$ cat src/rtl/cmod_s7_pkg.sv
// Shared types and constants for the CmodS7 LED driver.
// Also holds constant helpers for sizing the timing counters.
package cmod_s7_pkg;

    localparam int LED_MODE_W = 2;
    localparam int MS_PER_S   = 1000;

    typedef enum logic [LED_MODE_W-1:0] {
        LED_OFF     = 2'd0,
        LED_ON      = 2'd1,
        LED_BLINK   = 2'd2,
        LED_BREATHE = 2'd3
    } led_mode_t;

    // PWM tick divider, floored and never below 1.
    function automatic int unsigned pwm_div(input int unsigned clk_hz,
                                            input int unsigned pwm_hz,
                                            input int unsigned bits);
        int unsigned d;
        d = clk_hz / (pwm_hz * (32'd1 << bits));
        return (d == 0) ? 32'd1 : d;
    endfunction

    function automatic int cnt_width(input int unsigned n);
        return (n > 1) ? $clog2(n) : 1;
    endfunction

endpackage

$ cat src/rtl/led_pwm_channel.sv
// One LED channel: shadow/active config registers, pending flag and mode mux.
// Define CMOD_S7_LED_BREATHE_EN to scale the level by the shared breathe ramp in mode 3.
module led_pwm_channel
    import cmod_s7_pkg::*;
#(
    parameter int PWM_BITS = 8
) (
    input  logic                  clk,
    input  logic                  rst,
    input  logic                  cfg_we_i,
    input  logic [LED_MODE_W-1:0] cfg_mode_i,
    input  logic [PWM_BITS-1:0]   cfg_level_i,
    input  logic                  wrap_i,
    input  logic [PWM_BITS-1:0]   pwm_cnt_i,
    input  logic                  blink_phase_i,
`ifdef CMOD_S7_LED_BREATHE_EN
    input  logic [PWM_BITS-1:0]   breathe_lvl_i,
`endif
    output logic                  pending_o,
    output logic                  raw_o
);

    led_mode_t             act_mode_q, act_mode_d;
    led_mode_t             shd_mode_q, shd_mode_d;
    logic [PWM_BITS-1:0]   act_lvl_q, act_lvl_d;
    logic [PWM_BITS-1:0]   shd_lvl_q, shd_lvl_d;
    logic                  pending_q, pending_d;
    logic [PWM_BITS-1:0]   eff_lvl;
    logic                  on_term;

`ifdef CMOD_S7_LED_BREATHE_EN
    logic [2*PWM_BITS-1:0] breathe_prod;
    assign breathe_prod = act_lvl_q * breathe_lvl_i;
`endif

    always_ff @(posedge clk or negedge rst) begin
        if (!rst) begin
            act_mode_q <= LED_OFF;
            shd_mode_q <= LED_OFF;
            act_lvl_q  <= '0;
            shd_lvl_q  <= '0;
            pending_q  <= 1'b0;
        end else begin
            act_mode_q <= act_mode_d;
            shd_mode_q <= shd_mode_d;
            act_lvl_q  <= act_lvl_d;
            shd_lvl_q  <= shd_lvl_d;
            pending_q  <= pending_d;
        end
    end

    // A write landing on the wrap cycle skips the shadow so it is not deferred a whole period.
    always_comb begin
        act_mode_d = act_mode_q;
        act_lvl_d  = act_lvl_q;
        shd_mode_d = shd_mode_q;
        shd_lvl_d  = shd_lvl_q;
        pending_d  = pending_q;
        if (cfg_we_i) begin
            shd_mode_d = led_mode_t'(cfg_mode_i);
            shd_lvl_d  = cfg_level_i;
            if (wrap_i) begin
                act_mode_d = led_mode_t'(cfg_mode_i);
                act_lvl_d  = cfg_level_i;
                pending_d  = 1'b0;
            end else begin
                pending_d  = 1'b1;
            end
        end else if (wrap_i && pending_q) begin
            act_mode_d = shd_mode_q;
            act_lvl_d  = shd_lvl_q;
            pending_d  = 1'b0;
        end
    end

    always_comb begin
        eff_lvl = act_lvl_q;
`ifdef CMOD_S7_LED_BREATHE_EN
        if (act_mode_q == LED_BREATHE) begin
            eff_lvl = breathe_prod[2*PWM_BITS-1:PWM_BITS];
        end
`endif
        on_term = (&eff_lvl) | (pwm_cnt_i < eff_lvl);
        case (act_mode_q)
            LED_OFF:     raw_o = 1'b0;
            LED_ON:      raw_o = on_term;
            LED_BLINK:   raw_o = on_term & blink_phase_i;
            LED_BREATHE: raw_o = on_term;
            default:     raw_o = 1'b0;
        endcase
    end

    assign pending_o = pending_q;

endmodule

$ cat src/rtl/cmod_s7_led_driver.sv
// CmodS7 user-LED driver: PWM prescaler, ms/blink timing and LED_DW config-driven channels.
// Define CMOD_S7_LED_BREATHE_EN to build the shared triangle breathe generator for mode 3.
module cmod_s7_led_driver
    import cmod_s7_pkg::*;
#(
    parameter int CLK_FREQ   = 12_000_000,
    parameter int LED_DW     = 4,
    parameter int PWM_BITS   = 8,
    parameter int PWM_FREQ   = 1000,
    parameter int BLINK_MS   = 250,
    parameter int ACTIVE_LOW = 0
) (
    input  logic                       clk,
    input  logic                       rst,
    input  logic                       cfg_valid_i,
    input  logic [$clog2(LED_DW)-1:0]  cfg_ch_i,
    input  logic [LED_MODE_W-1:0]      cfg_mode_i,
    input  logic [PWM_BITS-1:0]        cfg_level_i,
    output logic                       cfg_pending_o,
    output logic [LED_DW-1:0]          led_o
);

    localparam int unsigned DIV     = pwm_div(CLK_FREQ, PWM_FREQ, PWM_BITS);
    localparam int unsigned MS_DIV  = (CLK_FREQ / MS_PER_S > 0) ? CLK_FREQ / MS_PER_S : 1;
    localparam int          DIV_W   = cnt_width(DIV);
    localparam int          MS_W    = cnt_width(MS_DIV);
    localparam int          BLINK_W = cnt_width(BLINK_MS);
    localparam int          CH_W    = $clog2(LED_DW);
    localparam logic [LED_DW-1:0] LED_IDLE = {LED_DW{ACTIVE_LOW != 0}};

    logic [DIV_W-1:0]    div_cnt_q, div_cnt_d;
    logic [PWM_BITS-1:0] pwm_cnt_q, pwm_cnt_d;
    logic [MS_W-1:0]     ms_cnt_q, ms_cnt_d;
    logic [BLINK_W-1:0]  blink_cnt_q, blink_cnt_d;
    logic                blink_phase_q, blink_phase_d;
    logic [LED_DW-1:0]   led_q, led_d;
    logic [LED_DW-1:0]   raw_vec;
    logic [LED_DW-1:0]   pending_vec;
    logic                pwm_tick, ms_tick, wrap;

    assign pwm_tick = (div_cnt_q == DIV_W'(DIV - 1));
    assign wrap     = pwm_tick & (&pwm_cnt_q);
    assign ms_tick  = (ms_cnt_q == MS_W'(MS_DIV - 1));

    always_ff @(posedge clk or negedge rst) begin
        if (!rst) begin
            div_cnt_q     <= '0;
            pwm_cnt_q     <= '0;
            ms_cnt_q      <= '0;
            blink_cnt_q   <= '0;
            blink_phase_q <= 1'b1;
            led_q         <= LED_IDLE;
        end else begin
            div_cnt_q     <= div_cnt_d;
            pwm_cnt_q     <= pwm_cnt_d;
            ms_cnt_q      <= ms_cnt_d;
            blink_cnt_q   <= blink_cnt_d;
            blink_phase_q <= blink_phase_d;
            led_q         <= led_d;
        end
    end

    always_comb begin
        div_cnt_d     = pwm_tick ? '0 : div_cnt_q + DIV_W'(1);
        pwm_cnt_d     = pwm_tick ? pwm_cnt_q + PWM_BITS'(1) : pwm_cnt_q;
        ms_cnt_d      = ms_tick ? '0 : ms_cnt_q + MS_W'(1);
        blink_cnt_d   = blink_cnt_q;
        blink_phase_d = blink_phase_q;
        if (ms_tick) begin
            if (blink_cnt_q == BLINK_W'(BLINK_MS - 1)) begin
                blink_cnt_d   = '0;
                blink_phase_d = ~blink_phase_q;
            end else begin
                blink_cnt_d   = blink_cnt_q + BLINK_W'(1);
            end
        end
        led_d = raw_vec ^ LED_IDLE;
    end

`ifdef CMOD_S7_LED_BREATHE_EN
    logic [PWM_BITS-1:0] breathe_lvl_q, breathe_lvl_d;
    logic                breathe_up_q, breathe_up_d;

    always_ff @(posedge clk or negedge rst) begin
        if (!rst) begin
            breathe_lvl_q <= '0;
            breathe_up_q  <= 1'b1;
        end else begin
            breathe_lvl_q <= breathe_lvl_d;
            breathe_up_q  <= breathe_up_d;
        end
    end

    // Triangle ramp: one step per PWM period, turning around at both ends.
    always_comb begin
        breathe_lvl_d = breathe_lvl_q;
        breathe_up_d  = breathe_up_q;
        if (wrap) begin
            if (breathe_up_q) begin
                if (&breathe_lvl_q) begin
                    breathe_up_d  = 1'b0;
                    breathe_lvl_d = breathe_lvl_q - PWM_BITS'(1);
                end else begin
                    breathe_lvl_d = breathe_lvl_q + PWM_BITS'(1);
                end
            end else begin
                if (breathe_lvl_q == '0) begin
                    breathe_up_d  = 1'b1;
                    breathe_lvl_d = PWM_BITS'(1);
                end else begin
                    breathe_lvl_d = breathe_lvl_q - PWM_BITS'(1);
                end
            end
        end
    end
`endif

    // Out-of-range channel numbers match no instance, so such writes simply vanish.
    for (genvar g = 0; g < LED_DW; g++) begin : g_ch
        led_pwm_channel #(
            .PWM_BITS(PWM_BITS)
        ) u_ch (
            .clk          (clk),
            .rst          (rst),
            .cfg_we_i     (cfg_valid_i && (cfg_ch_i == CH_W'(g))),
            .cfg_mode_i   (cfg_mode_i),
            .cfg_level_i  (cfg_level_i),
            .wrap_i       (wrap),
            .pwm_cnt_i    (pwm_cnt_q),
            .blink_phase_i(blink_phase_q),
`ifdef CMOD_S7_LED_BREATHE_EN
            .breathe_lvl_i(breathe_lvl_q),
`endif
            .pending_o    (pending_vec[g]),
            .raw_o        (raw_vec[g])
        );
    end

    assign cfg_pending_o = |pending_vec;
    assign led_o         = led_q;

endmodule
$ cat config.mk
export PLATFORM = sky130hd
export DESIGN_NAME = cmod_s7_led_driver
export DESIGN_NICKNAME = d
export VERILOG_FILES = /design/src/rtl/cmod_s7_pkg.sv /design/src/rtl/led_pwm_channel.sv /design/src/rtl/cmod_s7_led_driver.sv
export SDC_FILE = /design/constraint.sdc
export NUM_CORES = 1
export LEC_CHECK = 0
export BUFFER_PORTS_ARGS = -buffer_cell sky130_fd_sc_hd__buf_2
export CAP_MARGIN = 20
export CORE_MARGIN = 2
export CORE_UTILIZATION = 38
export CTS_CLUSTER_SIZE = 24
export DETAILED_ROUTE_END_ITERATION = 12
export SLEW_MARGIN = 20
export SYNTH_ARGS = -nofsm -noshare
export SYNTH_HDL_FRONTEND = slang
export SYNTH_SLANG_ARGS = --single-unit
$ cat constraint.sdc
create_clock -name clk -period 3.52 [get_ports clk]
set_input_delay 0.176 -clock clk [delete_from_list [all_inputs] [get_ports clk]]
set_output_delay 0.176 -clock clk [all_outputs]
set_load 0.01 [all_outputs]
# Yosys cells after proc, flatten, opt, wreduce, memory -nomap -nowiden
# Index checks and enable logic that the tools add are counted.
# word_totals
register_bits	125
wordCells	132
output_inout_bits	5
# op_classes
n_eq_ne	22
mux	34
n_reduce_logical	32
n_addsub	4
n_lt_le_gt_ge	4
bitwise	10
# op_table
cell	n
$mux 8	10
$reduce_and 8->1	5
$lt 8x8->1	4
$eq 2x2->1 const B	10
$mux 2	9
$add 8x1->8 const B	2
$add 14x1->14 const B	1
$eq 14x14->1 const B	1
$mux 14	1
$pmux 1 s3	4
$eq 2x1->1 const B	5
$logic_not 2->1	5
$reduce_and 2->1	5
$mux 1	9
$eq 8x8->1 const B	1
$logic_and 1x1->1	8
$ne 2x2->1 const B	4
$reduce_bool 2->1	4
$reduce_or 2->1	4
$add 6x1->6 const B	1
$eq 6x6->1 const B	1
$mux 6	1
$and 1x1->1	5
$or 1x1->1	4
2 further kinds	2

# Logic depth before layout (Yosys ltp)
# Gate-level depths: netlist of run 1.
# logic_depth
depth_word	5
depth_mapped	7

# Hierarchy
# Synthesis of run 1 repeated with hierarchy kept, for this count alone.
# hier_totals
hier_cells	508
hier_area_um2	5826.8
# modules_own_cells
module	area_per_inst_um2	n_inst	cells_per_inst
led_pwm_channel	967.2	4	82
cmod_s7_led_driver	1958.1	1	180

# Least setup slack after synthesis of run 1
# Ideal clock, no wire load.
# synth_timing
path_type	flip-flop to flip-flop
start	register div_cnt_q[1]
end	register g_ch[3].u_ch.act_lvl_q[0]
slack_ps	1485
n_path_buf	1
path_stages_with_launch	8
arrival_ps	1910
path_cell_list	dfrtp_1 > inv_1 > ha_1 > nand3b_1 > or4_1 > buf_4 > nor2_8 > mux2_2
# synth_via
elab_chain_len	5
elab_cells_between_ends	6
cone_classes	eq/ne (2); bitwise (1); reduce/logical (3)
# synth_rtl
item	line_no	text
start, declared	cmod_s7_led_driver.sv:31	logic [DIV_W-1:0] div_cnt_q, div_cnt_d;
start signal, assigned	cmod_s7_led_driver.sv:54	div_cnt_q <= div_cnt_d;
$eq 6x6->1 *	cmod_s7_led_driver.sv:41	assign pwm_tick = (div_cnt_q == DIV_W'(DIV - 1));
$and 1x1->1 *	cmod_s7_led_driver.sv:42	assign wrap = pwm_tick & (&pwm_cnt_q);
$logic_and 1x1->1	led_pwm_channel.sv:69	end else if (wrap_i && pending_q) begin
$reduce_bool 2->1 (no line)	n/a	
$reduce_and 2->1 (no line) *	n/a	
end signal, assigned	led_pwm_channel.sv:46	act_lvl_q <= act_lvl_d;
end, declared	led_pwm_channel.sv:25	logic [PWM_BITS-1:0] act_lvl_q, act_lvl_d;
# Every way passes the cells marked *; elsewhere a longest branch is shown, timed or not.
# A chain may end at the register's enable or synchronous reset.

# Worst setup path in the final report of run 1
# layout_timing
start	register pwm_cnt_q[0]
end	register g_ch[2].u_ch.act_lvl_q[2]
# layout_via
elab_chain_len	5
elab_cells_between_ends	6
cone_classes	eq/ne (1); bitwise (1); reduce/logical (4)
# layout_rtl
item	line_no	text
start, declared	cmod_s7_led_driver.sv:32	logic [PWM_BITS-1:0] pwm_cnt_q, pwm_cnt_d;
start signal, assigned	cmod_s7_led_driver.sv:55	pwm_cnt_q <= pwm_cnt_d;
$reduce_and 8->1 *	cmod_s7_led_driver.sv:42	
$and 1x1->1 *	cmod_s7_led_driver.sv:42	
$logic_and 1x1->1	led_pwm_channel.sv:69	
$reduce_bool 2->1 (no line)	n/a	
$reduce_and 2->1 (no line) *	n/a	
end signal, assigned	led_pwm_channel.sv:46	
end, declared	led_pwm_channel.sv:25	
# Marks and branches as above.

==> impl_table.tex, run 1 <==
\begin{tabular}{lr}
\hline
Metric & Value \\
\hline
\multicolumn{2}{l}{\textbf{Synth}} \\
\quad Top cell type's share of synthesized area & 52.44\% \\
\quad Number of warnings issued by yosys & 0 \\
\quad Sequential area share after synthesis & 52.89\% \\
\quad Mean post-synth cell area & 12.33 µm² \\
\quad Cell count after synthesis & 480 \\
\quad Cell Area, Synth & 5917 µm² \\
\quad EDFF count, synth & 0 \\
\quad Flip-flop and latch count after synthesis & 125 \\
\quad Count of cell types in the netlist & 47 \\
\quad Number of nets in the synthesized netlist & 529 \\
\quad Most frequently used flop master after synthesis & sky130\_fd\_sc\_hd\_\_dfrtp\_1 \\
\quad Commonest cells in the synthesized netlist & sky130\_fd\_sc\_hd\_\_dfrtp\_1, sky130\_fd\_sc\_hd\_\_mux2\_2, sky130\_fd\_sc\_hd\_\_ha\_1, sky130\_fd\_sc\_hd\_\_inv\_1, sky130\_fd\_sc\_hd\_\_nand2\_1 \\
\quad Proportion of register bits with asynchronous set or reset after synthesis & 100.0\% \\
\quad Cell with the most instances after synthesis & sky130\_fd\_sc\_hd\_\_dfrtp\_1 \\
\quad Most area-hungry cell type in the Yosys netlist & sky130\_fd\_sc\_hd\_\_dfrtp\_1 \\
\quad Leading post-synthesis cells by cell area & sky130\_fd\_sc\_hd\_\_dfrtp\_1, sky130\_fd\_sc\_hd\_\_mux2\_2, sky130\_fd\_sc\_hd\_\_ha\_1 \\
\multicolumn{2}{l}{\textbf{Min path}} \\
\quad HP Start & cfg\_level\_i[0] \\
\quad Min-delay worst type & in2reg \\
\multicolumn{2}{l}{\textbf{STA}} \\
\quad Pins over their slew limit & 0 \\
\quad Count of final hold-check violations & 0 \\
\quad Max Clock Skew & 0.006759 ns \\
\quad Setup repair after global routing missed its margin & false \\
\quad Post-layout minimum cycle time & 2.617 ns \\
\quad Total negative slack & 0 ns \\
\quad Hold Worst Slack & 0.1148 ns \\
\quad Final Cycle Share & 74.34\% \\
\quad Max Clk Rate & 0.3821 GHz \\
\quad Final Setup Violations & 0 \\
\quad Slew of the pin with the lowest slew margin & 0.9928 ns \\
\quad Normalized max-slew margin & 33.82\% \\
\multicolumn{2}{l}{\textbf{GRT}} \\
\quad Number of global-route vias before repair & 3965 \\
\quad Total global routing track utilization & 16.76\% \\
\quad Antenna violations before repair & 0 \\
\quad Largest net degree at the start of global routing & 79 \\
\quad Global-route wire length before repair & 20730 µm \\
\quad GRT overflow & 0 \\
\multicolumn{2}{l}{\textbf{Floorplan}} \\
\quad Die span in y & 128.8 µm \\
\quad Area of the die & 16590 µm² \\
\quad Effective utilization at floorplan & 38.92\% \\
\quad Core Region & 15200 µm² \\
\quad I/O pin cnt & 20 \\
\quad Width of the die & 128.8 µm \\
\quad Cell Rows & 45 \\
\multicolumn{2}{l}{\textbf{Route}} \\
\quad DRT Pass-1 Iters & 6 \\
\quad Mean routed wirelength per cell & 17.69 µm \\
\quad Antenna Violating Nets Remaining & 0 \\
\quad Vias after detailed routing & 3779 \\
\quad DRC marker count from the first detailed-route iteration & 215 \\
\quad Via density per instance & 5.285 \\
\quad DRT Wirelength & 12650 µm \\
\quad Number of remaining DRC errors & 0 \\
\multicolumn{2}{l}{\textbf{Worst setup path}} \\
\quad Maximum fanout encountered on the critical timing path & 10 \\
\quad Cell family with most CP delay & simple AND/OR/NAND/NOR gates \\
\quad Critical path's largest stage delay & 0.79 ns \\
\quad Buf/Inv on CP & 0 \\
\quad Crit Path Class & reg2reg \\
\quad Required time at the worst-slack endpoint & 3.81 ns \\
\quad Cell with the biggest individual delay on the critical path & sky130\_fd\_sc\_hd\_\_or4\_1 \\
\quad Startpoint of the lowest-slack register-to-register path & pwm\_cnt\_q[0] \\
\quad WP data arrival & 2.91 ns \\
\quad Cell Chain, Critical Path & ha\_1 > nand3\_1 > or4\_1 > nor2\_8 > mux2\_2 \\
\quad Worst setup SP type & flip-flop \\
\quad Category of the worst setup path capture point & flip-flop \\
\quad Origin of the worst setup path & pwm\_cnt\_q[0] \\
\multicolumn{2}{l}{\textbf{Clock tree}} \\
\quad Clock tree sinks & 125 \\
\quad Num CTS Buffers & 17 \\
\quad CTS tree & built \\
\quad Clock root buffer & sky130\_fd\_sc\_hd\_\_clkbuf\_16 \\
\quad Total number of H-tree levels & 4 \\
\quad Clock transition at the register clock pins on the worst setup and hold paths after CTS & 0.05 ns \\
\quad Max Buffers Root-to-Sink & 2 \\
\quad Clock latency on the worst-skew pair & 0.42 ns \\
\multicolumn{2}{l}{\textbf{Power and ir drop}} \\
\quad Pwr per Cell Area & 503.4 nW/µm² \\
\quad Part of the total power dissipated in the clock network & 49.6\% \\
\quad Sequential share of power & 45.0\% \\
\quad Switching Power & 0.7149 mW \\
\quad Int Pwr & 2.729 mW \\
\quad Part of the power in combinational logic & 5.4\% \\
\quad Switching share of total power & 20.76\% \\
\quad Leakage power total & 3.051 nW \\
\quad Maximum vdd ir drop & 0.0003868 V \\
\multicolumn{2}{l}{\textbf{Finish}} \\
\quad Final net count & 566 \\
\quad Fill count & 1380 \\
\quad Summed area of non-filler cells in the final layout & 6840 µm² \\
\quad Share of post-route cells with drive strength above 1 & 26.38\% \\
\quad Count of inserted antenna diode cells & 0 \\
\quad Area added between synthesis and finish & 15.61\% \\
\multicolumn{2}{l}{\textbf{Job}} \\
\quad Reported max-cap violation count & 0 \\
\multicolumn{2}{l}{\textbf{Place}} \\
\quad Half-perimeter wire length after placement & 8797 µm \\
\quad Placed cell area & 6248 µm² \\
\quad Number of buffer cells added on primary ports & 19 \\
\quad Final weighted congestion in routability-driven placement & 0.8129 \\
\multicolumn{2}{l}{\textbf{Run status}} \\
\quad Outcome & finished clean \\
\hline
\end{tabular}
power groups by stage:
stage                     sequential (mW)  combinational [mW]  clock [mW]
after floorplan                      1.57               0.108           0
after global placement               1.57               0.186           0
after detailed placement             1.57               0.191           0
after CTS                            1.55               0.192        1.75
after global routing                 1.56               0.208        1.81
final                                1.55               0.187        1.71
timing repair:
action | 4_1_cts | 5_1_grt
hold endpoints to repair | 75 | 0
setup buffers | 0 | 0
resized for setup | 0 | 0
hold buffers | 1 | 0
placed cells by master (no fill, tap or decap), types with 13 or more instances in the layout:
| cell | n |
|---|---|
| sky130_fd_sc_hd__clkbuf_16 | 17 |
| sky130_fd_sc_hd__mux2_2 | 77 |
| sky130_fd_sc_hd__inv_1 | 34 |
| sky130_fd_sc_hd__nand2_1 | 21 |
| sky130_fd_sc_hd__nand4_1 | 13 |
| sky130_fd_sc_hd__buf_2 | 18 |
| sky130_fd_sc_hd__dfrtp_1 | 124 |
| sky130_fd_sc_hd__ha_1 | 34 |
| sky130_fd_sc_hd__nand3_1 | 18 |
| sky130_fd_sc_hd__nor2_1 | 20 |
kinds of logic (layout without fill, tap and decap cells):
family / after synthesis / count (layout) / share of synthesized area [%]
mux: 81 / 81 / 15.42
xor+xnor: 21 / 21 / 3.108
compound gates: 50 / 50 / 5.964
simple gates: 128 / 128 / 12.62
flops: 125 / 125 / 52.89
buf+inv: 41 / 88 / 2.812
fa+ha+maj: 34 / 34 / 7.190
routing by layer:
metal | vias up | track usage [%] | wire length, µm | share of wire [%]
li1 | 1798 | - | - | -
met1 | 1898 | 20.88 | 5778 | 46
met2 | 60 | 27.95 | 6212 | 49
met3 | 23 | 4.615 | 373 | 2.9
met4 | 0 | 6.266 | 281 | 2.2
met5 | - | 0 | 0 | 0
registers in the layout, summed over array words and instances (netlist names):
name	cells
div_cnt_q	6
g_ch.u_ch.pending_o	4
led_o	4
g_ch.u_ch.shd_mode_q	8
g_ch.u_ch.act_mode_q	8
g_ch.u_ch.shd_lvl_q	32
g_ch.u_ch.act_lvl_q	32
ms_cnt_q	14
blink_cnt_q	8
pwm_cnt_q	8
blink_phase_q	1
path summary, 6_finish.rpt:
path | endpoint | slack, ns | cells past startpoint
worst max-delay path | g_ch[2].u_ch.act_lvl_q[2] | 0.90 | 5
worst min-delay path | g_ch[2].u_ch.shd_lvl_q[0] | 0.11 | 2
worst max register to register | g_ch[2].u_ch.act_lvl_q[2] | 0.90 | 5
worst min register to register | g_ch[2].u_ch.shd_lvl_q[1] | 0.49 | 1
max in group asynchronous | led_o[0] | 2.14 | 3
min in group asynchronous | g_ch[3].u_ch.shd_lvl_q[7] | 0.46 | 2
area by class of cell:
cell class | instances | area (µm²) | share of cell area (%)
clock inverter | 7 | 87.58 | 1.280
multi-input combinational | 314 | 2621 | 38.32
clock buffer | 22 | 494.2 | 7.225
sequential | 125 | 3129 | 45.75
tap | 188 | 235.2 | 3.439
inverter | 34 | 127.6 | 1.866
timing repair buffer | 25 | 145.1 | 2.122
per-stage QoR:
step | total power [mW] | util, % | setup WS (ns) | std cells
final | 3.443 | 45.00 | 0.9032 | 715
after global routing | 3.576 | 45.00 | 0.8548 | 715
after CTS | 3.493 | 45.00 | 0.9142 | 715
after detailed placement | 1.765 | 41.10 | 0.9597 | 685
after global placement | 1.755 | 41.10 | 0.9900 | 685
after floorplan | 1.673 | - | 1.485 | 480
Power figures use the tool's default switching activity.
==> run 2: changes to the inputs <==
--- a/config.mk
+++ b/config.mk
@@ -5,6 +5,7 @@
 export SDC_FILE = /design/constraint.sdc
 export NUM_CORES = 1
 export LEC_CHECK = 0
+export ABC_AREA = 1
 export BUFFER_PORTS_ARGS = -buffer_cell sky130_fd_sc_hd__buf_2
 export CAP_MARGIN = 20
 export CORE_MARGIN = 2
==> constraint.sdc (replaced) <==
create_clock -name clk -period 2.5 [get_ports clk]
set_input_delay 0.125 -clock clk [delete_from_list [all_inputs] [get_ports clk]]
set_output_delay 0.125 -clock clk [all_outputs]
set_load 0.01 [all_outputs]
==> run 2 against run 1 <==
  * Fmax grew 35%
  * Hold slack improved by 0.029 ns
  * Clock power is 46% higher
  * Wire length grew 4.5%
  * Global-route usage shrank 0.38 points
  * Count of clock-buffer cells in the layout down 1
  * Critical path depth increased by 3
  * Clock skew up 0.0036 ns
  * Via count is 24% higher
  * Sequential power up 39%
  * Critical path type unchanged
  * Largest power group unchanged
==> impl_table.tex, run 2 <==
\begin{tabular}{lr}
\hline
Metric & Value \\
\hline
\multicolumn{2}{l}{\textbf{Worst setup path}} \\
\quad Register-to-register setup slack & 0.56 ns (-0.34 ns) \\
\quad Maximum fanout encountered on the critical timing path & 18 (+8) \\
\quad Worst setup SP type & flip-flop \\
\quad FF-to-FF path depth & 8 (+3) \\
\quad Category of the worst setup path capture point & flip-flop \\
\quad WP data arrival & 2.30 ns (-0.61 ns) \\
\quad Required time at the worst-slack endpoint & 2.86 ns (-0.95 ns) \\
\quad Endpoint of the most critical register-to-register path & g\_ch[3].u\_ch.act\_lvl\_q[0] \\
\quad Crit Path Class & reg2reg \\
\quad Startpoint of the lowest-slack register-to-register path & pwm\_cnt\_q[1] \\
\multicolumn{2}{l}{\textbf{Power and ir drop}} \\
\quad Maximum vdd ir drop & 0.0005896 V (+52\%) \\
\quad Leakage power total & 3.731 nW (+22\%) \\
\quad Pwr per Cell Area & 674.4 nW/µm² (+34\%) \\
\multicolumn{2}{l}{\textbf{Route}} \\
\quad DRC marker count from the first detailed-route iteration & 367 (+71\%) \\
\quad Mean routed wirelength per cell & 13.23 µm (-25\%) \\
\quad Antenna Violating Nets Remaining & 0 (unchanged) \\
\quad Number of remaining DRC errors & 0 (unchanged) \\
\quad Vias after detailed routing & 4696 (+24\%) \\
\quad DRT Pass-1 Iters & 4 (-2) \\
\quad DRT Wirelength & 13220 µm (+4.5\%) \\
\quad Via density per instance & 4.701 (-11\%) \\
\multicolumn{2}{l}{\textbf{Place}} \\
\quad Minimum setup slack after placement & 0.5456 ns (-0.4141 ns) \\
\quad Number of buffer cells added on primary ports & 19 (unchanged) \\
\quad Half-perimeter wire length after placement & 9633 µm (+9.5\%) \\
\quad Final weighted congestion in routability-driven placement & 0.7808 (-3.9\%) \\
\multicolumn{2}{l}{\textbf{GRT}} \\
\quad Antenna violations before repair & 0 (unchanged) \\
\quad Largest net degree at the start of global routing & 48 (-39\%) \\
\quad Total global routing track utilization & 16.38\% (-0.38 points) \\
\quad Number of global-route vias before repair & 4492 (+13\%) \\
\quad GRT overflow & 0 (unchanged) \\
\quad Global-route wire length before repair & 22600 µm (+9.0\%) \\
\multicolumn{2}{l}{\textbf{Clock tree}} \\
\quad Clock tree sinks & 125 (unchanged) \\
\quad Clock transition at the register clock pins on the worst setup and hold paths after CTS & 0.06 ns (about the same) \\
\quad Max Buffers Root-to-Sink & 2 (unchanged) \\
\quad Number of post-CTS setup repair buffers & 0 (unchanged) \\
\quad Clock latency on the worst-skew pair & 0.42 ns (about the same) \\
\quad Total number of H-tree levels & 4 (unchanged) \\
\quad CTS tree & built \\
\quad Clock root buffer & sky130\_fd\_sc\_hd\_\_clkbuf\_16 \\
\quad Resized cells post-CTS & 0 (unchanged) \\
\quad Num CTS Buffers & 17 (unchanged) \\
\multicolumn{2}{l}{\textbf{Min path}} \\
\quad Number of cells traversed by the worst hold path & 3 (+1) \\
\quad HP Start & cfg\_level\_i[0] \\
\quad Min-delay worst type & in2reg \\
\quad Min-Delay Endpoint & g\_ch[0].u\_ch.shd\_lvl\_q[0] \\
\multicolumn{2}{l}{\textbf{Floorplan}} \\
\quad Width of the die & 132.6 µm (+3.0\%) \\
\quad I/O pin cnt & 20 (unchanged) \\
\quad Area of the die & 17580 µm² (+6.0\%) \\
\quad Die span in y & 132.6 µm (+3.0\%) \\
\quad Cell Rows & 47 (+4.4\%) \\
\quad Effective utilization at floorplan & 38.44\% (-0.49 points) \\
\quad Core Region & 16350 µm² (+7.5\%) \\
\multicolumn{2}{l}{\textbf{STA}} \\
\quad Max Clock Skew & 0.01036 ns (+0.003597 ns) \\
\quad Final Setup Violations & 0 (unchanged) \\
\quad Slew of the pin with the lowest slew margin & 0.5875 ns (-0.4053 ns) \\
\quad Total negative slack & 0 ns (unchanged) \\
\quad Post-layout minimum cycle time & 1.937 ns (-0.6803 ns) \\
\quad PnR worst setup slack & 0.5635 ns (-0.3397 ns) \\
\quad Pins over their slew limit & 0 (unchanged) \\
\quad Max Clk Rate & 0.5164 GHz (+35\%) \\
\quad Setup repair after global routing missed its margin & false \\
\quad Count of final hold-check violations & 0 (unchanged) \\
\quad Normalized max-slew margin & 60.74\% (+27 points) \\
\quad Final Cycle Share & 77.46\% (+3.1 points) \\
\multicolumn{2}{l}{\textbf{Finish}} \\
\quad Share of post-route cells with drive strength above 1 & 8.986\% (-17 points) \\
\quad Most common cell after layout, fill and taps aside & sky130\_fd\_sc\_hd\_\_nand2\_1 \\
\quad Sequential cell area & 3129 µm² (unchanged) \\
\quad Largest registers & g\_ch.u\_ch.act\_lvl\_q: 32 flops, g\_ch.u\_ch.shd\_lvl\_q: 32 flops, ms\_cnt\_q: 14 flops \\
\quad Final net count & 816 (+44\%) \\
\quad Commonest cells after routing, fill and taps aside & sky130\_fd\_sc\_hd\_\_nand2\_1, sky130\_fd\_sc\_hd\_\_dfrtp\_1, sky130\_fd\_sc\_hd\_\_inv\_1 \\
\quad Area of the multi-input gates & 2654 µm² (+1.2\%) \\
\quad Area added between synthesis and finish & 15.17\% \\
\quad Count of inserted antenna diode cells & 0 (unchanged) \\
\quad Fill count & 1645 (+19\%) \\
\multicolumn{2}{l}{\textbf{Synth}} \\
\quad Sequential area share after synthesis & 49.80\% (-3.1 points) \\
\quad Mean post-synth cell area & 8.457 µm² (-31\%) \\
\quad Number of warnings issued by yosys & 0 (unchanged) \\
\quad Leading post-synthesis cells by cell area & sky130\_fd\_sc\_hd\_\_dfrtp\_1, sky130\_fd\_sc\_hd\_\_nand2\_1, sky130\_fd\_sc\_hd\_\_ha\_1 \\
\quad Commonest cells in the synthesized netlist & sky130\_fd\_sc\_hd\_\_nand2\_1, sky130\_fd\_sc\_hd\_\_dfrtp\_1, sky130\_fd\_sc\_hd\_\_inv\_1, sky130\_fd\_sc\_hd\_\_o21ai\_0, sky130\_fd\_sc\_hd\_\_o211ai\_1 \\
\quad Cell with the most instances after synthesis & sky130\_fd\_sc\_hd\_\_nand2\_1 \\
\quad EDFF count, synth & 0 (unchanged) \\
\quad Top cell type's share of synthesized area & 49.38\% (-3.1 points) \\
\quad Proportion of register bits with asynchronous set or reset after synthesis & 100.0\% (unchanged) \\
\quad Number of nets in the synthesized netlist & 792 (+50\%) \\
\quad Cell Area, Synth & 6284 µm² (+6.2\%) \\
\quad Cell count after synthesis & 743 (+55\%) \\
\quad Most area-hungry cell type in the Yosys netlist & sky130\_fd\_sc\_hd\_\_dfrtp\_1 \\
\quad Count of cell types in the netlist & 30 (-36\%) \\
\quad Flip-flop and latch count after synthesis & 125 (unchanged) \\
\quad Most frequently used flop master after synthesis & sky130\_fd\_sc\_hd\_\_dfrtp\_1 \\
\multicolumn{2}{l}{\textbf{Job}} \\
\quad Reported max-cap violation count & 0 (unchanged) \\
\multicolumn{2}{l}{\textbf{Run status}} \\
\quad Outcome & finished clean \\
\hline
\end{tabular}
## run 2: cell types whose count changed after synthesis, sizes merged, moves of 7 or more
cell     previous run  this run
a2111oi             7         0
a21oi               7        25
and2                9         0
buf                 3        10
clkbuf              4        15
inv                34        99
mux2               81         0
nand2              21       227
nor2               24        39
o211ai              0        40
o21ai              14        56
o31ai              10         0
xnor2              11         2
## run 2: per-stage QoR
stage               power [mW]  util [%]  cells  cell area [µm²]  hold WS [ns]
floorplan                2.300         -    743             6284       -0.1706
global placement         2.416     40.54    967             6628        0.1243
detailed placement       2.423     40.54    967             6628        0.1269
CTS                      4.947     44.27    999             7237        0.1412
global route             5.071     44.27    999             7237        0.1718
finish                   4.881     44.27    999             7237        0.1439
## run 2: layout make-up
class / instances / share of cell area [%]
sequential: 125 / 43.24
multi-input combinational: 494 / 36.67
clock buffer: 21 / 6.362
inverter: 99 / 5.135
tap: 220 / 3.804
timing repair buffer: 30 / 2.870
clock inverter: 10 / 1.919
## run 2: how the worst max path moves through the flow
stage	to	slack [ns]	startpoint
2_1_floorplan	g_ch[0].u_ch.act_lvl_q[0]	1.00	pwm_cnt_q[1]
3_3_place_gp	g_ch[2].u_ch.act_lvl_q[7]	0.60	pwm_cnt_q[1]
3_5_place_dp	g_ch[3].u_ch.act_lvl_q[0]	0.55	pwm_cnt_q[1]
4_1_cts	g_ch[3].u_ch.act_lvl_q[0]	0.54	pwm_cnt_q[1]
5_1_grt	g_ch[2].u_ch.act_lvl_q[2]	0.35	pwm_cnt_q[1]
6_report	g_ch[3].u_ch.act_lvl_q[0]	0.56	pwm_cnt_q[1]
## run 2: cell families after synthesis
logic type / count (synthesis) / share of synthesized area (%)
adder cells (fa/ha/maj): 34 / 6.770
buffers and inverters: 124 / 7.965
AO/OA/AOI/OAI: 122 / 11.59
flip-flops: 125 / 49.80
AND/OR/NAND/NOR: 321 / 21.51
XOR/XNOR: 17 / 2.370
## run 2: timing repair
action                                  4_1_cts  5_1_grt
hold endpoints to repair                     35        0
endpoints found under the setup margin        0        0
hold buffers                                  1        0
## run 2: layer usage
| layer | wire length (µm) | part of all wire, % | up-vias | GRT usage, % |
|---|---|---|---|---|
| li1 | - | - | 2456 | - |
| met1 | 6464 | 49 | 2178 | 22.30 |
| met2 | 6128 | 46 | 55 | 25.76 |
| met3 | 514 | 3.9 | 7 | 4.789 |
| met4 | 110 | 0.83 | 0 | 4.182 |
| met5 | 0 | 0 | - | 0 |
## run 2: where the power goes
part	total [mW]	switching, mW	internal [mW]
clock network	2.50	0.882	1.61
registers	2.15	0.0255	2.13
logic	0.233	0.171	0.0622
## run 2: worst max-delay path, stage by stage (launching register included)
cell and delay (ns):
sky130_fd_sc_hd__dfrtp_1 0.44, sky130_fd_sc_hd__ha_1 0.20, sky130_fd_sc_hd__nand2_1 0.07, sky130_fd_sc_hd__nor2_1 0.14
sky130_fd_sc_hd__nand4_1 0.15, sky130_fd_sc_hd__nor2_4 0.39, sky130_fd_sc_hd__buf_4 0.27, sky130_fd_sc_hd__o211ai_1 0.12
sky130_fd_sc_hd__nand2_1 0.09
==> run 3: changes to the inputs <==
==> constraint.sdc (replaced) <==
create_clock -name clk -period 1.6 [get_ports clk]
set_input_delay 0.08 -clock clk [delete_from_list [all_inputs] [get_ports clk]]
set_output_delay 0.08 -clock clk [all_outputs]
set_load 0.01 [all_outputs]
==> run 3 against run 2 <==
  * The flow now finishes with violations (setup timing)
  * Largest power group unchanged
  * Register-to-register slack got worse by 0.61 ns
  * Clock power rose by 52%
  * Combinational power rose by 60%
  * Via count rose by 4.5%
==> impl_table.tex, run 3 (same netlist as run 2, synthesis figures left out) <==
\begin{tabular}{lr}
\hline
Metric & Value \\
\hline
\multicolumn{2}{l}{\textbf{Run status}} \\
\quad Outcome & finished with violations \\
\quad Violations in the final reports & setup timing \\
\multicolumn{2}{l}{\textbf{Finish}} \\
\quad Area added between synthesis and finish & 22.08\% \\
\quad Commonest cells after routing, fill and taps aside & sky130\_fd\_sc\_hd\_\_nand2\_1, sky130\_fd\_sc\_hd\_\_dfrtp\_1, sky130\_fd\_sc\_hd\_\_inv\_1 \\
\quad Most common cell after layout, fill and taps aside & sky130\_fd\_sc\_hd\_\_nand2\_1 \\
\quad Summed area of non-filler cells in the final layout & 7671 µm² (+6.0\%) \\
\quad Largest registers & g\_ch.u\_ch.act\_lvl\_q: 32 flops, g\_ch.u\_ch.shd\_lvl\_q: 32 flops, ms\_cnt\_q: 14 flops \\
\quad Final cell count without fillers & 1031 (+3.2\%) \\
\quad Share of post-route cells with drive strength above 1 & 14.30\% (+5.3 points) \\
\quad Final net count & 848 (+3.9\%) \\
\quad Count of inserted antenna diode cells & 0 (unchanged) \\
\multicolumn{2}{l}{\textbf{Clock tree}} \\
\quad Total number of H-tree levels & 4 (unchanged) \\
\quad Max Buffers Root-to-Sink & 2 (unchanged) \\
\quad Clock root buffer & sky130\_fd\_sc\_hd\_\_clkbuf\_16 \\
\quad Clock transition at the register clock pins on the worst setup and hold paths after CTS & 0.06 ns (about the same) \\
\quad Clock tree sinks & 125 (unchanged) \\
\quad CTS tree & built \\
\quad Clock latency on the worst-skew pair & 0.42 ns (about the same) \\
\quad Num CTS Buffers & 17 (unchanged) \\
\multicolumn{2}{l}{\textbf{Route}} \\
\quad Met3 wire length & 537 µm (+4.5\%) \\
\quad DRC marker count from the first detailed-route iteration & 246 (-33\%) \\
\quad Number of remaining DRC errors & 0 (unchanged) \\
\quad DRT Pass-1 Iters & 7 (+3) \\
\quad Via density per instance & 4.760 (+1.3\%) \\
\quad DRT Wirelength & 14430 µm (+9.2\%) \\
\quad Met1 wire length & 6843 µm (+5.9\%) \\
\quad Vias after detailed routing & 4908 (+4.5\%) \\
\quad Top routing layer in use & met4 \\
\quad Met2 routed wirelength & 6843 µm (+12\%) \\
\quad Mean routed wirelength per cell & 14.00 µm (+5.8\%) \\
\quad Antenna Violating Nets Remaining & 0 (unchanged) \\
\multicolumn{2}{l}{\textbf{Worst setup path}} \\
\quad Cell with the biggest individual delay on the critical path & sky130\_fd\_sc\_hd\_\_dfrtp\_1 \\
\quad Origin of the worst setup path & pwm\_cnt\_q[1] \\
\quad Required time at the worst-slack endpoint & 1.96 ns (-0.90 ns) \\
\quad Category of the worst setup path capture point & flip-flop \\
\quad WP data arrival & 2.01 ns (-0.29 ns) \\
\quad Startpoint of the lowest-slack register-to-register path & pwm\_cnt\_q[1] \\
\quad Maximum fanout encountered on the critical timing path & 6 (-12) \\
\quad Register-to-register setup slack & -0.05 ns (-0.61 ns) \\
\quad Crit Path Class & reg2reg \\
\quad Critical path's largest stage delay & 0.36 ns (-0.08 ns) \\
\quad Cell Chain, Critical Path & ha\_2 > nand2\_2 > nor2\_2 > nand4\_1 > nor2\_4 > buf\_12 > buf\_6 > clkbuf\_16 > o211ai\_1 > nand2\_1 \\
\quad Worst setup SP type & flip-flop \\
\multicolumn{2}{l}{\textbf{Floorplan}} \\
\quad Area of the die & 17580 µm² (unchanged) \\
\quad Cell Rows & 47 (unchanged) \\
\quad Width of the die & 132.6 µm (unchanged) \\
\quad Die span in y & 132.6 µm (unchanged) \\
\quad Core Region & 16350 µm² (unchanged) \\
\quad Effective utilization at floorplan & 38.44\% (unchanged) \\
\quad I/O pin cnt & 20 (unchanged) \\
\multicolumn{2}{l}{\textbf{STA}} \\
\quad Max Clk Rate & 0.6079 GHz (+18\%) \\
\quad Max Clock Skew & 0.007107 ns (-0.003248 ns) \\
\quad Pins over their slew limit & 0 (unchanged) \\
\quad Final Cycle Share & 102.8\% (+25 points) \\
\quad Slew of the pin with the lowest slew margin & 0.4905 ns (-0.09700 ns) \\
\quad Normalized max-slew margin & 67.30\% (+6.6 points) \\
\quad Post-layout minimum cycle time & 1.645 ns (-0.2915 ns) \\
\quad PnR worst setup slack & -0.04507 ns (-0.6085 ns) \\
\quad Final Setup Violations & 24 (+24) \\
\quad Count of final hold-check violations & 0 (unchanged) \\
\quad Setup repair after global routing missed its margin & true \\
\multicolumn{2}{l}{\textbf{GRT}} \\
\quad Largest net degree at the start of global routing & 79 (+65\%) \\
\quad Global-route wire length before repair & 23920 µm (+5.8\%) \\
\quad GRT overflow & 0 (unchanged) \\
\quad Total global routing track utilization & 17.20\% (+0.82 points) \\
\quad Number of global-route vias before repair & 4774 (+6.3\%) \\
\quad Antenna violations before repair & 0 (unchanged) \\
\multicolumn{2}{l}{\textbf{Power and ir drop}} \\
\quad Maximum vdd ir drop & 0.0008038 V (+36\%) \\
\quad Pwr per Cell Area & 981.0 nW/µm² (+45\%) \\
\quad Leakage power total & 3.897 nW (+4.4\%) \\
\multicolumn{2}{l}{\textbf{Min path}} \\
\quad Min-delay worst type & in2async \\
\multicolumn{2}{l}{\textbf{Place}} \\
\quad Cell count after placement & 981 (+1.4\%) \\
\quad Number of buffer cells added on primary ports & 19 (unchanged) \\
\quad Placed cell area & 6745 µm² (+1.8\%) \\
\quad Final weighted congestion in routability-driven placement & 0.7546 (-3.4\%) \\
\quad Half-perimeter wire length after placement & 9648 µm (+0.15\%) \\
\multicolumn{2}{l}{\textbf{Job}} \\
\quad Reported max-cap violation count & 0 (unchanged) \\
\hline
\end{tabular}
## run 3: cell count changes in the layout (fill, tap and decap cells not counted), sizes merged
cell      previous run  this run
o21ai               56        59
buf                 29        55
inv                100        99
bufinv               3         2
clkinvlp             1         4
clkbuf              21        24
clkinv               5         4
## run 3: worst max-delay path: cells and delay by family, from the launching register on
kind | cells | cell delay, ns
and+or+nand+nor | 5 | 0.53
buffers and inverters | 3 | 0.40
AOI/OAI and AO/OA | 1 | 0.10
DFF | 1 | 0.36
adders and majority gates | 1 | 0.19
## run 3: timing repair
| action | 4_1_cts | 5_1_grt |
|---|---|---|
| cloned | 2 | 6 |
| gates resized for setup | 6 | 24 |
| hold buffers | 1 | 0 |
| pin swaps | 2 | 30 |
| setup buffers | 1 | 11 |
| endpoints found under the setup margin | 40 | 62 |
| endpoints found under the hold margin | 124 | 0 |
## run 3: final timing paths
path                                             end  cells after the start
max in group asynchronous     g_ch[1].u_ch.pending_o                      3
max                        g_ch[0].u_ch.act_lvl_q[7]                     10
max reg2reg                g_ch[0].u_ch.act_lvl_q[7]                     10
min reg2reg                g_ch[0].u_ch.act_lvl_q[4]                      2
min in group clk           g_ch[1].u_ch.shd_lvl_q[7]                      3
min                        g_ch[0].u_ch.act_lvl_q[3]                      2
## run 3: routing by layer
metal,up-vias,track usage (%)
li1,2540,-
met1,2269,22.64
met2,81,27.95
met3,18,4.100
met4,0,5.795
met5,-,0
## run 3: through the flow
stage	total power, mW	setup WS, ns	setup TNS (ns)	hold WS (ns)	util (%)
global route	7.786	-0.1590	-5.169	0.04034	46.92
floorplan	3.594	0.1022	0	-0.2156	-
detailed placement	3.785	-0.09492	-2.763	-0.07343	41.26
global placement	3.770	-0.05090	-1.632	-0.07640	41.26
finish	7.525	-0.04507	-0.5694	0.03254	46.92
CTS	7.579	-0.05891	-1.778	0.02646	45.45
## run 3: cell type report
type / instances / area, µm²
clock buffer: 21 / 460.4
clock inverter: 10 / 115.1
fill: 1599 / 8677
inverter: 99 / 375.4
multi-input combinational: 497 / 2769
sequential: 125 / 3133
tap: 220 / 275.3
timing repair buffer: 59 / 543.0
## run 3: report_power, final
part	switching [mW]	internal (mW)
logic	0.274	0.0978
registers	0.0407	3.32
clock network	1.43	2.36
